===== src/rtl/sb_cfg_pkg.sv =====
// sb_cfg_pkg: shared types and helpers for the shadowed
// switch-block configuration chain.
package sb_cfg_pkg;

  typedef enum logic [1:0] {
    CFG_IDLE,
    CFG_SHIFT,
    CFG_READY,
    CFG_OVER
  } cfg_state_e;

  localparam int SEL_OFS      = 0;
  localparam int EN_OFS       = 1;
  localparam int BITS_PER_MUX = 2;

  function automatic int sb_cfg_bits(
    input int w,
    input int nshort
  );
    return 2 * BITS_PER_MUX * (w - nshort);
  endfunction

endpackage


===== src/rtl/sb_cfg_chain.sv =====
// sb_cfg_chain: serial shadow register, bit counter,
// load-state FSM and atomically committed active register.
module sb_cfg_chain
  import sb_cfg_pkg::*;
#(
  parameter int CFG_BITS = 24
) (
  input  logic                i_clk,
  input  logic                i_rst_n,
  input  logic                i_head,
  input  logic                i_shift_en,
  input  logic                i_commit,
  input  logic                i_clear,
  output logic [CFG_BITS-1:0] o_active,
  output logic                o_tail,
  output logic                o_ready,
  output logic                o_err
);

  localparam int CW = $clog2(CFG_BITS + 2);
  localparam logic [CW-1:0] CNT_FULL = CW'(CFG_BITS);
  localparam logic [CW-1:0] CNT_OVER = CW'(CFG_BITS + 1);

  logic [CFG_BITS-1:0] r_shadow;
  logic [CFG_BITS-1:0] r_active;
  logic [CW-1:0]       r_cnt;
  logic                r_err;

  cfg_state_e          w_state;
  logic [CFG_BITS-1:0] w_shadow_nxt;
  logic [CFG_BITS-1:0] w_active_nxt;
  logic [CW-1:0]       w_cnt_nxt;
  logic                w_err_nxt;

  // The counter is the state register; decode it into states.
  always_comb begin
    w_state = CFG_SHIFT;
    if (r_cnt == '0) begin
      w_state = CFG_IDLE;
    end else if (r_cnt == CNT_FULL) begin
      w_state = CFG_READY;
    end else if (r_cnt == CNT_OVER) begin
      w_state = CFG_OVER;
    end
  end

  // Next state: clear wins, then shift and commit side by side.
  always_comb begin
    w_shadow_nxt = r_shadow;
    w_active_nxt = r_active;
    w_cnt_nxt    = r_cnt;
    w_err_nxt    = r_err;
    if (i_clear) begin
      w_cnt_nxt = '0;
    end else begin
      if (i_shift_en) begin
        w_shadow_nxt = {r_shadow[CFG_BITS-2:0], i_head};
        if (w_state != CFG_OVER) begin
          w_cnt_nxt = r_cnt + CW'(1);
        end
      end
      if (i_commit) begin
        if (w_state == CFG_READY && !i_shift_en) begin
          w_active_nxt = r_shadow;
          w_cnt_nxt    = '0;
        end else begin
          w_err_nxt = 1'b1;
        end
      end
    end
  end

  // State registers with synchronous active-low reset.
  always_ff @(posedge i_clk) begin
    if (!i_rst_n) begin
      r_shadow <= '0;
      r_active <= '0;
      r_cnt    <= '0;
      r_err    <= 1'b0;
    end else begin
      r_shadow <= w_shadow_nxt;
      r_active <= w_active_nxt;
      r_cnt    <= w_cnt_nxt;
      r_err    <= w_err_nxt;
    end
  end

  assign o_active = r_active;
  assign o_tail   = r_shadow[CFG_BITS-1];
  assign o_ready  = (w_state == CFG_READY);
  assign o_err    = r_err;

endmodule


===== src/rtl/sb_cfg_shadow.sv =====
// sb_cfg_shadow: switch block joining top Y and left X
// channels; shorts are fixed, muxed tracks use active config.
module sb_cfg_shadow
  import sb_cfg_pkg::*;
#(
  parameter int W      = 9,
  parameter int NSHORT = 3
) (
  input  logic                prog_clk,
  input  logic                prog_reset_n,
  input  logic [0:W-1]        chany_top_in,
  input  logic [0:W-1]        chanx_left_in,
  input  logic [0:W-NSHORT-1] top_pin_in,
  input  logic [0:W-NSHORT-1] left_pin_in,
  output logic [0:W-1]        chany_top_out,
  output logic [0:W-1]        chanx_left_out,
  input  logic                ccff_head,
  input  logic                cfg_shift_en,
  input  logic                cfg_commit,
  input  logic                cfg_clear,
  output logic                ccff_tail,
  output logic                cfg_ready,
  output logic                cfg_err
);

  localparam int M        = W - NSHORT;
  localparam int CFG_BITS = sb_cfg_bits(W, NSHORT);

  if (NSHORT < 1 || NSHORT >= W - 1) begin : g_bad_param
    $error("sb_cfg_shadow: need 1 <= NSHORT < W-1");
  end

  logic [CFG_BITS-1:0] w_active;

  sb_cfg_chain #(
    .CFG_BITS (CFG_BITS)
  ) u_chain (
    .i_clk      (prog_clk),
    .i_rst_n    (prog_reset_n),
    .i_head     (ccff_head),
    .i_shift_en (cfg_shift_en),
    .i_commit   (cfg_commit),
    .i_clear    (cfg_clear),
    .o_active   (w_active),
    .o_tail     (ccff_tail),
    .o_ready    (cfg_ready),
    .o_err      (cfg_err)
  );

  for (genvar j = 1; j <= NSHORT; j++) begin : g_short
    assign chany_top_out[W-j]  = chanx_left_in[j];
    assign chanx_left_out[W-j] = chany_top_in[j];
  end

  for (genvar k = 0; k < M; k++) begin : g_mux
    localparam int CI = (k == 0) ? 0 : W - k;
    localparam int BT = BITS_PER_MUX * k;
    localparam int BL = BITS_PER_MUX * (M + k);

    assign chany_top_out[k] =
      !w_active[BT+EN_OFS] ? 1'b0 :
      w_active[BT+SEL_OFS] ? chanx_left_in[CI] :
      top_pin_in[k];

    assign chanx_left_out[k] =
      !w_active[BL+EN_OFS] ? 1'b0 :
      w_active[BL+SEL_OFS] ? chany_top_in[CI] :
      left_pin_in[k];
  end

endmodule


===== config.mk =====
export PLATFORM = sky130hd
export DESIGN_NAME = sb_cfg_shadow
export DESIGN_NICKNAME = d
export VERILOG_FILES = /design/src/rtl/sb_cfg_pkg.sv /design/src/rtl/sb_cfg_chain.sv /design/src/rtl/sb_cfg_shadow.sv
export SDC_FILE = /design/constraint.sdc
export NUM_CORES = 1
export LEC_CHECK = 0
export ABC_AREA = 1
export CORE_MARGIN = 3
export CORE_UTILIZATION = 55
export CTS_BUF_LIST = sky130_fd_sc_hd__clkbuf_8
export DETAILED_ROUTE_END_ITERATION = 7
export PLACE_DENSITY = 0.93
export SLEW_MARGIN = 20
export SYNTH_ARGS = -nofsm -noshare
export SYNTH_HDL_FRONTEND = slang
export SYNTH_SLANG_ARGS = --single-unit

===== constraint.sdc =====
create_clock -name prog_clk -period 2.8 [get_ports prog_clk]
set_input_delay 0.42 -clock prog_clk [delete_from_list [all_inputs] [get_ports prog_clk]]
set_output_delay 0.42 -clock prog_clk [all_outputs]
set_load 0.01 [all_outputs]

## Word-level counts from Yosys, hierarchy flattened

Index checks and enable logic that the tools add are counted.

- Add/sub/neg operators: 1
- Reductions and logical operators: 7
- Mux-type cells: 31
- Bitwise logic cells: 3
- Eq/ne operators: 4

Operators with widths:

| kind | number |
|---|---|
| $mux 1 | 24 |
| $mux 5 | 4 |
| $eq 5x5->1 const B | 2 |
| $mux 2 | 3 |
| $reduce_and 3->1 | 2 |
| $add 5x1->5 const B | 1 |
| $logic_not 5->1 | 1 |
| $not 1->1 | 3 |
| $eq 2x2->1 const B | 1 |
| $ne 2x2->1 const B | 1 |
| $reduce_and 2->1 | 1 |
| $reduce_or 2->1 | 1 |
| $logic_and 1x1->1 | 1 |
| $logic_not 1->1 | 1 |

- Register bits after elaboration: 54
- Input port bits: 36
- Output and inout bits: 21
- Word-level logic and storage cells: 50

## Longest topological paths before layout

Gate-level depths: netlist of run 1.

- Depth in word-level cells: 9
- Depth in mapped cells: 9
- Gate-level depth less buffers: 8

## Hierarchy

From an unflattened synthesis of run 1, not the netlist that was laid out.

- Cell total of the unflattened synthesis: 337
- Area, all modules: 2477.4 um^2

Modules (own cells, without submodules):

| module | times used | area each (um^2) | cells an instance | seq. area each (um^2) |
|---|---|---|---|---|
| sb_cfg_chain | 1 | 2177.1 | 271 | 1081.0 |
| sb_cfg_shadow | 1 | 300.3 | 66 | 0.0 |

## Least setup slack after synthesis of run 1

No wires, ideal clock.

- Kind: reg2out
- Start point: register u_chain.r_cnt[0]
- End point: output port cfg_ready
- Stages on the path, launching flop included: 6
- Data required time: 2.380 ns
- Slack: 1.373 ns
- Path buffers: 1
- Arrival time: 1.007 ns
- Cell sequence: dfxtp_1 -> inv_1 -> ha_1 -> nand2_2 -> nor2_8 -> buf_2

- Longest elaborated chain between the ends: 5
- Elaborated cells on any way between the ends: 7
- Those cells by class: eq/ne (3); mux (3); reduce/logical (1)

RTL lines:

| what | line | text |
|---|---|---|
| start: declaration | sb_cfg_chain.sv:26 | `logic [CW-1:0] r_cnt;` |
| start signal: assignment | sb_cfg_chain.sv:83 | `r_cnt <= w_cnt_nxt;` |
| $eq 5x5->1 | sb_cfg_chain.sv:42 | `end else if (r_cnt == CNT_OVER) begin` |
| $mux 2 | sb_cfg_chain.sv:42 |  |
| $mux 2 | sb_cfg_chain.sv:40 | `end else if (r_cnt == CNT_FULL) begin` |
| $mux 2 * | sb_cfg_chain.sv:38 | `if (r_cnt == '0) begin` |
| $eq 2x2->1 * | sb_cfg_chain.sv:90 | `assign o_ready = (w_state == CFG_READY);` |
| end: declaration | sb_cfg_shadow.sv:22 | `output logic cfg_ready,` |

Mark *: on every way between the ends. The rest lies on a longest branch, timed or not.

## Worst setup path after layout of run 1

Same ends and word-level chain as after synthesis.

==> results of run 1 <==
## metal layers
layer  track usage, %  up-vias  wire (um)
li1                 -     1125          -
met1             25.6      979       2150
met2             37.8       45       2520
met3             5.26        9        225
met4             7.52        0         66
met5                0        -          0
## flip-flops by register name (all words and copies together) (netlist names)
| signal | count |
|---|---|
| u_chain.o_err | 1 |
| u_chain.r_shadow | 24 |
| u_chain.r_cnt | 5 |
| u_chain.o_active | 24 |
## stage by stage
stage	total power, mW	worst slack, ns	cells	hold WS [ns]
2_1_floorplan	0.893	1.37	336	0.436
3_3_place_gp	0.941	0.410	409	0.450
3_5_place_dp	0.945	0.342	409	0.461
4_1_cts	1.39	0.481	417	0.474
5_1_grt	1.45	0.351	417	0.502
6_report	1.39	0.484	417	0.472
## cell families (layout without fill, tap and decap cells)
group / count (synthesis) / count (layout) / share of synthesized area (%)
simple gates: 178 / 178 / 31.8
compound gates: 54 / 54 / 11.3
flops: 54 / 54 / 45.3
buf+inv: 46 / 77 / 9.64
fa+ha+maj: 3 / 3 / 1.57
xor+xnor: 1 / 1 / 0.367
## worst max-delay path, cell delays in order (launching register included)
cell	delay, ns
dfxtp_1	0.38
inv_1	0.08
ha_1	0.15
nand2_2	0.10
nor2_8	0.27
clkdlybuf4s50_1	0.60
## cell type report
type / instances / share of cell area, %
Clock inverter: 2 / 0.568
Tap cell: 50 / 2.19
Inverter: 23 / 3.02
Sequential cell: 54 / 37.8
Multi-Input combinational cell: 236 / 37.6
Clock buffer: 6 / 2.89
Timing Repair Buffer: 46 / 15.9
## how the worst max path moves through the flow
stage,slack (ns),depth (start not counted),start,to
after floorplan,1.37,5,u_chain.r_cnt[0],cfg_ready
after global placement,0.41,6,cfg_shift_en,u_chain.r_shadow[4]
after detailed placement,0.34,6,cfg_shift_en,u_chain.r_shadow[4]
after CTS,0.48,5,u_chain.r_cnt[0],cfg_ready
after global routing,0.35,5,u_chain.r_cnt[1],cfg_ready
final,0.48,5,u_chain.r_cnt[0],cfg_ready
## layout by cell type, fill, tap and decap left out, drive strengths merged
cell             n
a21oi           18
buf              2
clkbuf           6
clkdlybuf4s50   44
clkinvlp         1
dfxtp           54
ha               3
inv             24
nand2           48
nand3           11
nand4           14
nor2           105
o21ai           36
xor2             1
## report_power, final
part	switching [mW]	internal (mW)
Clock	0.253	0.204
Sequential	0.0201	0.792
Combinational	0.0593	0.0588
==> results.md, run 1 <==
* Critical path required time at 2.38 ns
* Period Utilization, post-route at 82.7%
* Total nets after synthesis at 375
* Initial Utilization at 58.5%
* Critical Path Fanout Max at 16
* Max Slew Vio Count at 0
* Hold Violations, Final at 0
* Endpoints failing setup at 0
* Post-layout min period at 2.32 ns
* Worst R2R Setup Slack at 1.04 ns
* RePlAce Congestion at 0.851
* Core area at 4090 um^2
* Vias per Instance at 5.18
* Hold path depth at 2
* Seq/Total Area, Yosys at 45.3%
* Ranking of synthesized cells by area: dfxtp_1 45%, nor2_1 16%, o21ai_0 7.3%
* Peak supply drop at 323 uV
* Fin area at 2860 um^2
* Worst Path Arrival at 1.90 ns
* HP Start: u_chain.o_active[17]
* Post-synth EDFFs at 0
* Overflow after GRT at 0
* Via count of the first global-routing pass at 2080
* CTS Buf Count at 5
* DRC at 0
* Setup bufs post-CTS at 0
* First-pass GRT wire length at 8.86 mm
* Critical path class: reg2out
* Clk slew on worst S/H paths at 0.10 ns
* Share of cells above drive strength 1 at 4.90%
* Area of the multi-input gates at 1080 um^2
* Fin Setup TNS at 0 ns
* Slew headroom at 55.1%
* Total track usage at 21.5%
* Leakage at 1.28 nW
* Post-DP HPWL at 3.32 mm
* CTS max path bufs at 2
* Post-synth top flop: dfxtp_1
* Port bufs at 44
* Avg Cell Area, Syn at 7.11 um^2
* DRT antenna net count at 0
* Final Util at 70.0%
* Die H at 71.9 um
* Total Wirelength at 4.97 mm
* P&R area growth vs syn at 19.8%
* Hold worst-path end: u_chain.o_active[17]
* Crit start category: flop
* Post-synthesis cell type count at 22
* Die Wd at 71.9 um
* Synth top area share at 45.3%
* Diode count at 0
* DR WL/cell at 11.9 um
* Worst-case reg-to-reg path depth at 7
* Vias at 2158
* Row count at 23
* Status: finished clean
* DRT Pass-1 Iters at 5
* Clk_skew at 0.00884 ns
* Synth area leader: dfxtp_1
* Resize count post-CTS at 0
* Synth Instances at 336
* DIE AREA at 5170 um^2
* Worst slew pin tran at 0.673 ns
* Max_cap viols at 0
* RSZ-0062 raised after global routing: false
* Initial antenna violation count at 0
* Initial DRC count at 206
* PD cells at 485 nW/um^2
* Nets@finish at 405
* #FFs+latches synth at 54
* Cts hold-fix bufs at 0
* Fillers at 338
* Cell area after synthesis at 2390 um^2
* Clk_lat worst skew at 0.31 ns
* Setup crit end kind: primary output
* Largest net degree at the start of global routing at 37
* F_max at 0.432 GHz
* DP Area at 2760 um^2
* CTS sink cnt at 54
* Asr flop ratio synth at 0%
* Yosys warnings at 0
* Synth cell count leaders: 102 x nor2_1, 54 x dfxtp_1, 46 x nand2_1
* R2R Path Start: u_chain.r_cnt[0]
* Clock Root Buffer: clkbuf_8
* Worst hold path type: reg2reg
* Worst R2R End: u_chain.o_active[20]
* CTS tree: done
* Register area at 1080 um^2
* Top-count cell post-synth: nor2_1
* # IOs at 57
* H-tree depth at 2
No activity file was read; power rests on OpenSTA's default activity.
==> inputs of run 2 (changes only) <==
CORE_UTILIZATION = 46   (was 55)
PLACE_DENSITY = 0.84   (was 0.93)
clock period = 2.1 ns   (was 2.8 ns; I/O delays follow)
==> run 2 against run 1 <==
  * Critical path depth stayed put
  * Final cell count up 5.5%
  * Clock-buffer cell count unchanged
  * First-iteration DRC count decreased by 9.7%
  * Design area up 2.2%
  * Core utilization shrank 10 points
  * Routed wire length grew 2.2%
  * Power up 33%
  * Setup slack got worse by 0.41 ns
  * Critical path type unchanged
  * Critical endpoint unchanged
  * Highest routed layer unchanged
==> results.md, run 2 (synthesized netlist as in run 1, its figures left out) <==
* Crit start category: flop
* Total track usage at 17.0%
* Critical path class: reg2out
* Hold Violations, Final at 0
* DR WL/cell at 11.5 um
* Final Util at 59.9%
* Period Utilization, post-route at 96.3%
* CTS Buf Count at 5
* Leakage at 1.31 nW
* Pre-CTS setup slack at 0.277 ns
* DIE AREA at 6090 um^2
* DP Area at 2830 um^2
* Max_cap viols at 0
* First-pass GRT wire length at 8.58 mm
* RePlAce Congestion at 0.733
* Setup crit end kind: primary output
* Placed cell count at 432
* Nets@finish at 411
* PnR worst setup slack at 0.0770 ns
* Total Wirelength at 5.08 mm
* CTS sink cnt at 54
* DRT antenna net count at 0
* Slew headroom at 52.6%
* Row count at 25
* Largest net degree at the start of global routing at 37
* Worst hold path type: reg2reg
* Clk_skew at 0.00816 ns
* Clk slew on worst S/H paths at 0.10 ns
* # IOs at 57
* P&R area growth vs syn at 22.4%
* Worst Path Arrival at 1.71 ns
* Fillers at 457
* Most frequent cells in the layout: 102 x nor2_1, 54 x dfxtp_1, 46 x nand2_1
* RSZ-0062 raised after global routing: false
* Setup bufs post-CTS at 0
* CTS max path bufs at 2
* Fin area at 2920 um^2
* Critical path required time at 1.78 ns
* Initial DRC count at 186
* Status: finished clean
* Tot Pwr at 1.84 mW
* Worst hold slack at 0.469 ns
* Die Wd at 78.1 um
* Diode count at 0
* PD cells at 629 nW/um^2
* Share of cells above drive strength 1 at 6.43%
* Post-Layout Cell Count at 440
* Clk_lat worst skew at 0.30 ns
* Cts hold-fix bufs at 0
* Max Slew Vio Count at 0
* Post-layout min period at 2.02 ns
* CTS tree: done
* Vias at 2215
* Post-DP HPWL at 3.57 mm
* Fin Setup TNS at 0 ns
* Initial antenna violation count at 0
* Area of the multi-input gates at 1080 um^2
* Register area at 1080 um^2
* Vias per Instance at 5.03
* Clock Root Buffer: clkbuf_8
* Via count of the first global-routing pass at 2055
* Port bufs at 44
* Die H at 78.1 um
* Overflow after GRT at 0
* Worst slew pin tran at 0.711 ns
* Peak supply drop at 430 uV
* F_max at 0.494 GHz
* Core area at 4880 um^2
* Critical Path Fanout Max at 7
* DRC at 0
* DRT Pass-1 Iters at 4
* Initial Utilization at 48.9%
* Endpoints failing setup at 0
* H-tree depth at 2
* Most common cell after layout, fill and taps aside: nor2_1
* Resize count post-CTS at 0
[run 2: per-layer routing]
| layer | track usage (%) | wire length, um |
|---|---|---|
| met1 | 20.4 | 2210 |
| met2 | 30.4 | 2540 |
| met3 | 4.13 | 295 |
| met4 | 4.37 | 31 |
| met5 | 0 | 0 |
[run 2: power by group]
group	switching (mW)	internal, mW
Sequential	0.0255	1.06
Combinational	0.0819	0.0849
Clock	0.326	0.266
[run 2: path summary, 6_finish.rpt]
path              depth (start not counted)                   end            startpoint  slack (ns)
hold reg to reg                           2  u_chain.o_active[13]  u_chain.o_active[13]        0.47
setup / recovery                          5             cfg_ready      u_chain.r_cnt[0]        0.08
hold / removal                            2  u_chain.o_active[13]  u_chain.o_active[13]        0.47
setup reg to reg                          9  u_chain.o_active[10]      u_chain.r_cnt[0]        0.27
[run 2: area by class of cell]
class,instances,area share (%)
multi-input cells,236,36.8
clock buffers,6,2.82
inverters,23,2.95
flip-flops and latches,54,37.0
repair buffers,52,17.1
well taps,67,2.87
clock inverters,2,0.428
[run 2: worst max-delay path: stages, from the launching register on]
cell             delay [ns]
dfxtp_1                0.38
inv_1                  0.08
ha_1                   0.15
nand2_2                0.10
nor2_8                 0.14
clkdlybuf4s50_1        0.54
==> inputs of run 3 (changes only) <==
CORE_ASPECT_RATIO = 1.75   (was unset)
CORE_UTILIZATION = 55   (was 46)
PLACE_DENSITY = 0.93   (was 0.84)
TNS_END_PERCENT = 100   (was unset)
clock period = 2.5 ns   (was 2.1 ns; I/O delays follow)
==> run 3 against run 2 <==
  * Critical path depth unchanged
  * Largest power group unchanged
  * Flip-flop and latch count stayed put
  * Global-route usage is 3.6 points higher
  * Core utilization increased by 9.1 points
  * Final cell count shrank 5.0%
  * Clock skew decreased by 0.0030 ns
  * Routed wire length shrank 1.5%
  * Largest cell class unchanged
  * Sequential power fell by 16%
  * Sequential share of layout area up 0.79 points
  * Critical endpoint unchanged
==> results.md, run 3 (synthesized netlist as in run 1, its figures left out) <==
* Status: finished clean
* Worst slew pin tran at 0.705 ns
* # IOs at 57
* DRC at 0
* Vias per Instance at 5.29
* Most common cell after layout, fill and taps aside: nor2_1
* Via count of the first global-routing pass at 2131
* CTS max path bufs at 2
* Critical path class: reg2out
* DIE AREA at 5200 um^2
* PD cells at 527 nW/um^2
* Worst path max stage delay at 0.59 ns
* DR WL/cell at 12.0 um
* Worst-case reg-to-reg path depth at 7
* Max Slew Vio Count at 0
* Critical path required time at 2.12 ns
* Resize count post-CTS at 0
* Max_cap viols at 0
* Fin Setup TNS at 0 ns
* Routing usage on met1 at 21.8%
* Worst hold path type: reg2reg
* Crit start category: flop
* Port bufs at 44
* DRT antenna net count at 0
* DRT Pass-1 Iters at 4
* Diode count at 0
* Post-DP HPWL at 3.44 mm
* Fillers at 336
* Worst Path Arrival at 1.91 ns
* Period Utilization, post-route at 91.4%
* Initial antenna violation count at 0
* Worst R2R End: u_chain.o_active[2]
* R2R Path Start: u_chain.r_cnt[0]
* Cts hold-fix bufs at 0
* Core area at 4150 um^2
* Post-layout min period at 2.29 ns
* Crit path buf inv count at 2
* Leakage at 1.29 nW
* Critical Path Fanout Max at 16
* Global route hottest layer: met2
* Die Wd at 55.8 um
* CTS tree: done
* CTS sink cnt at 54
* Worst setup path endpoint: cfg_ready
* Worst hold slack at 0.464 ns
* Worst R2R Setup Slack at 0.74 ns
* Crit path cell chain: inv_1 -> ha_1 -> nand2_2 -> nor2_8 -> clkdlybuf4s50_1
* Slowest-stage cell, CP: clkdlybuf4s50_1
* Vias at 2210
* Overflow after GRT at 0
* Peak supply drop at 528 uV
* Met2 Use GR at 37.7%
* H-tree depth at 2
* RSZ-0062 raised after global routing: false
* Clock Root Buffer: clkbuf_8
* Total Wirelength at 5.00 mm
* Row count at 31
* Clk_skew at 0.00515 ns
* Most frequent cells in the layout: 102 x nor2_1, 54 x dfxtp_1, 46 x nand2_1
* First-pass GRT wire length at 8.70 mm
* Die H at 93.2 um
* Setup crit end kind: primary output
* Slew headroom at 52.9%
* P&R area growth vs syn at 19.9%
* CTS Buf Count at 5
* Initial DRC count at 79
* Total track usage at 20.6%
* F_max at 0.437 GHz
* Hold Violations, Final at 0
* Delay-heaviest family, CP: buffers and inverters
* Share of cells above drive strength 1 at 5.15%
* Crit. Startpoint: u_chain.r_cnt[0]
* Nets@finish at 407
* Setup bufs post-CTS at 0
* RePlAce Congestion at 0.804
* Endpoints failing setup at 0
* Critical path depth at 5
* Met3 Usage GRT at 4.14%
* Clk_lat worst skew at 0.30 ns
* Initial Utilization at 57.6%
* Largest net degree at the start of global routing at 37
* Clk slew on worst S/H paths at 0.09 ns
## run 3: changes by cell type in the layout (fill, tap and decap cells not counted)
cell / previous run / this run
buf_4: 8 / 4
clkbuf_8: 6 / 5
inv_1: 21 / 22
clkinv_4: 0 / 1
clkinvlp_4: 1 / 0
## run 3: per-stage QoR
stage / instances / power, mW / instance area [um^2] / setup WS (ns) / utilization (%)
2_1_floorplan: 336 / 1.00 / 2390 / 1.12 / -
3_3_place_gp: 410 / 1.06 / 2780 / 0.473 / 66.9
3_5_place_dp: 410 / 1.06 / 2780 / 0.374 / 66.9
4_1_cts: 418 / 1.52 / 2860 / 0.198 / 69.0
5_1_grt: 418 / 1.57 / 2860 / 0.138 / 69.0
6_report: 418 / 1.51 / 2860 / 0.214 / 69.0
## run 3: metal layers
metal / part of all wire (%) / wire length [um]
met2: 54 / 2720
met3: 4.8 / 239
met5: 0 / 0
met4: 2.3 / 116
met1: 39 / 1930
## run 3: layout make-up
type / instances / area, um^2 / area share (%)
Sequential cell: 54 / 1080 / 37.8
Multi-Input combinational cell: 236 / 1080 / 37.6
Timing Repair Buffer: 48 / 470 / 16.4
Inverter: 23 / 86.3 / 3.02
Clock buffer: 5 / 68.8 / 2.40
Tap cell: 49 / 61.3 / 2.14
Clock inverter: 3 / 17.5 / 0.612
## run 3: power breakdown
group	internal (mW)	switching, mW	total (mW)
clock	0.194	0.270	0.464
combinational	0.0682	0.0676	0.136
sequential	0.887	0.0228	0.910
total	1.15	0.361	1.51
## run 3: worst min-delay path by stage
| stage | start | endpoint | slack (ns) | cells after the start |
|---|---|---|---|---|
| floorplan | u_chain.o_active[1] | u_chain.o_active[1] | 0.44 | 2 |
| global placement | u_chain.o_active[11] | u_chain.o_active[11] | 0.45 | 2 |
| detailed placement | u_chain.o_active[3] | u_chain.o_active[3] | 0.45 | 2 |
| CTS | u_chain.o_active[3] | u_chain.o_active[3] | 0.46 | 2 |
| global route | u_chain.o_active[19] | u_chain.o_active[19] | 0.49 | 2 |
| finish | u_chain.o_active[3] | u_chain.o_active[3] | 0.46 | 2 |
## run 3: worst reg2reg max path, cell delays in order (launching register included)
cell and delay (ns):
dfxtp_1 0.39, inv_1 0.09, ha_1 0.16, nand2_2 0.10, nor2_8 0.28, nand3_4 0.37, nor2_1 0.22, nor2_1 0.06
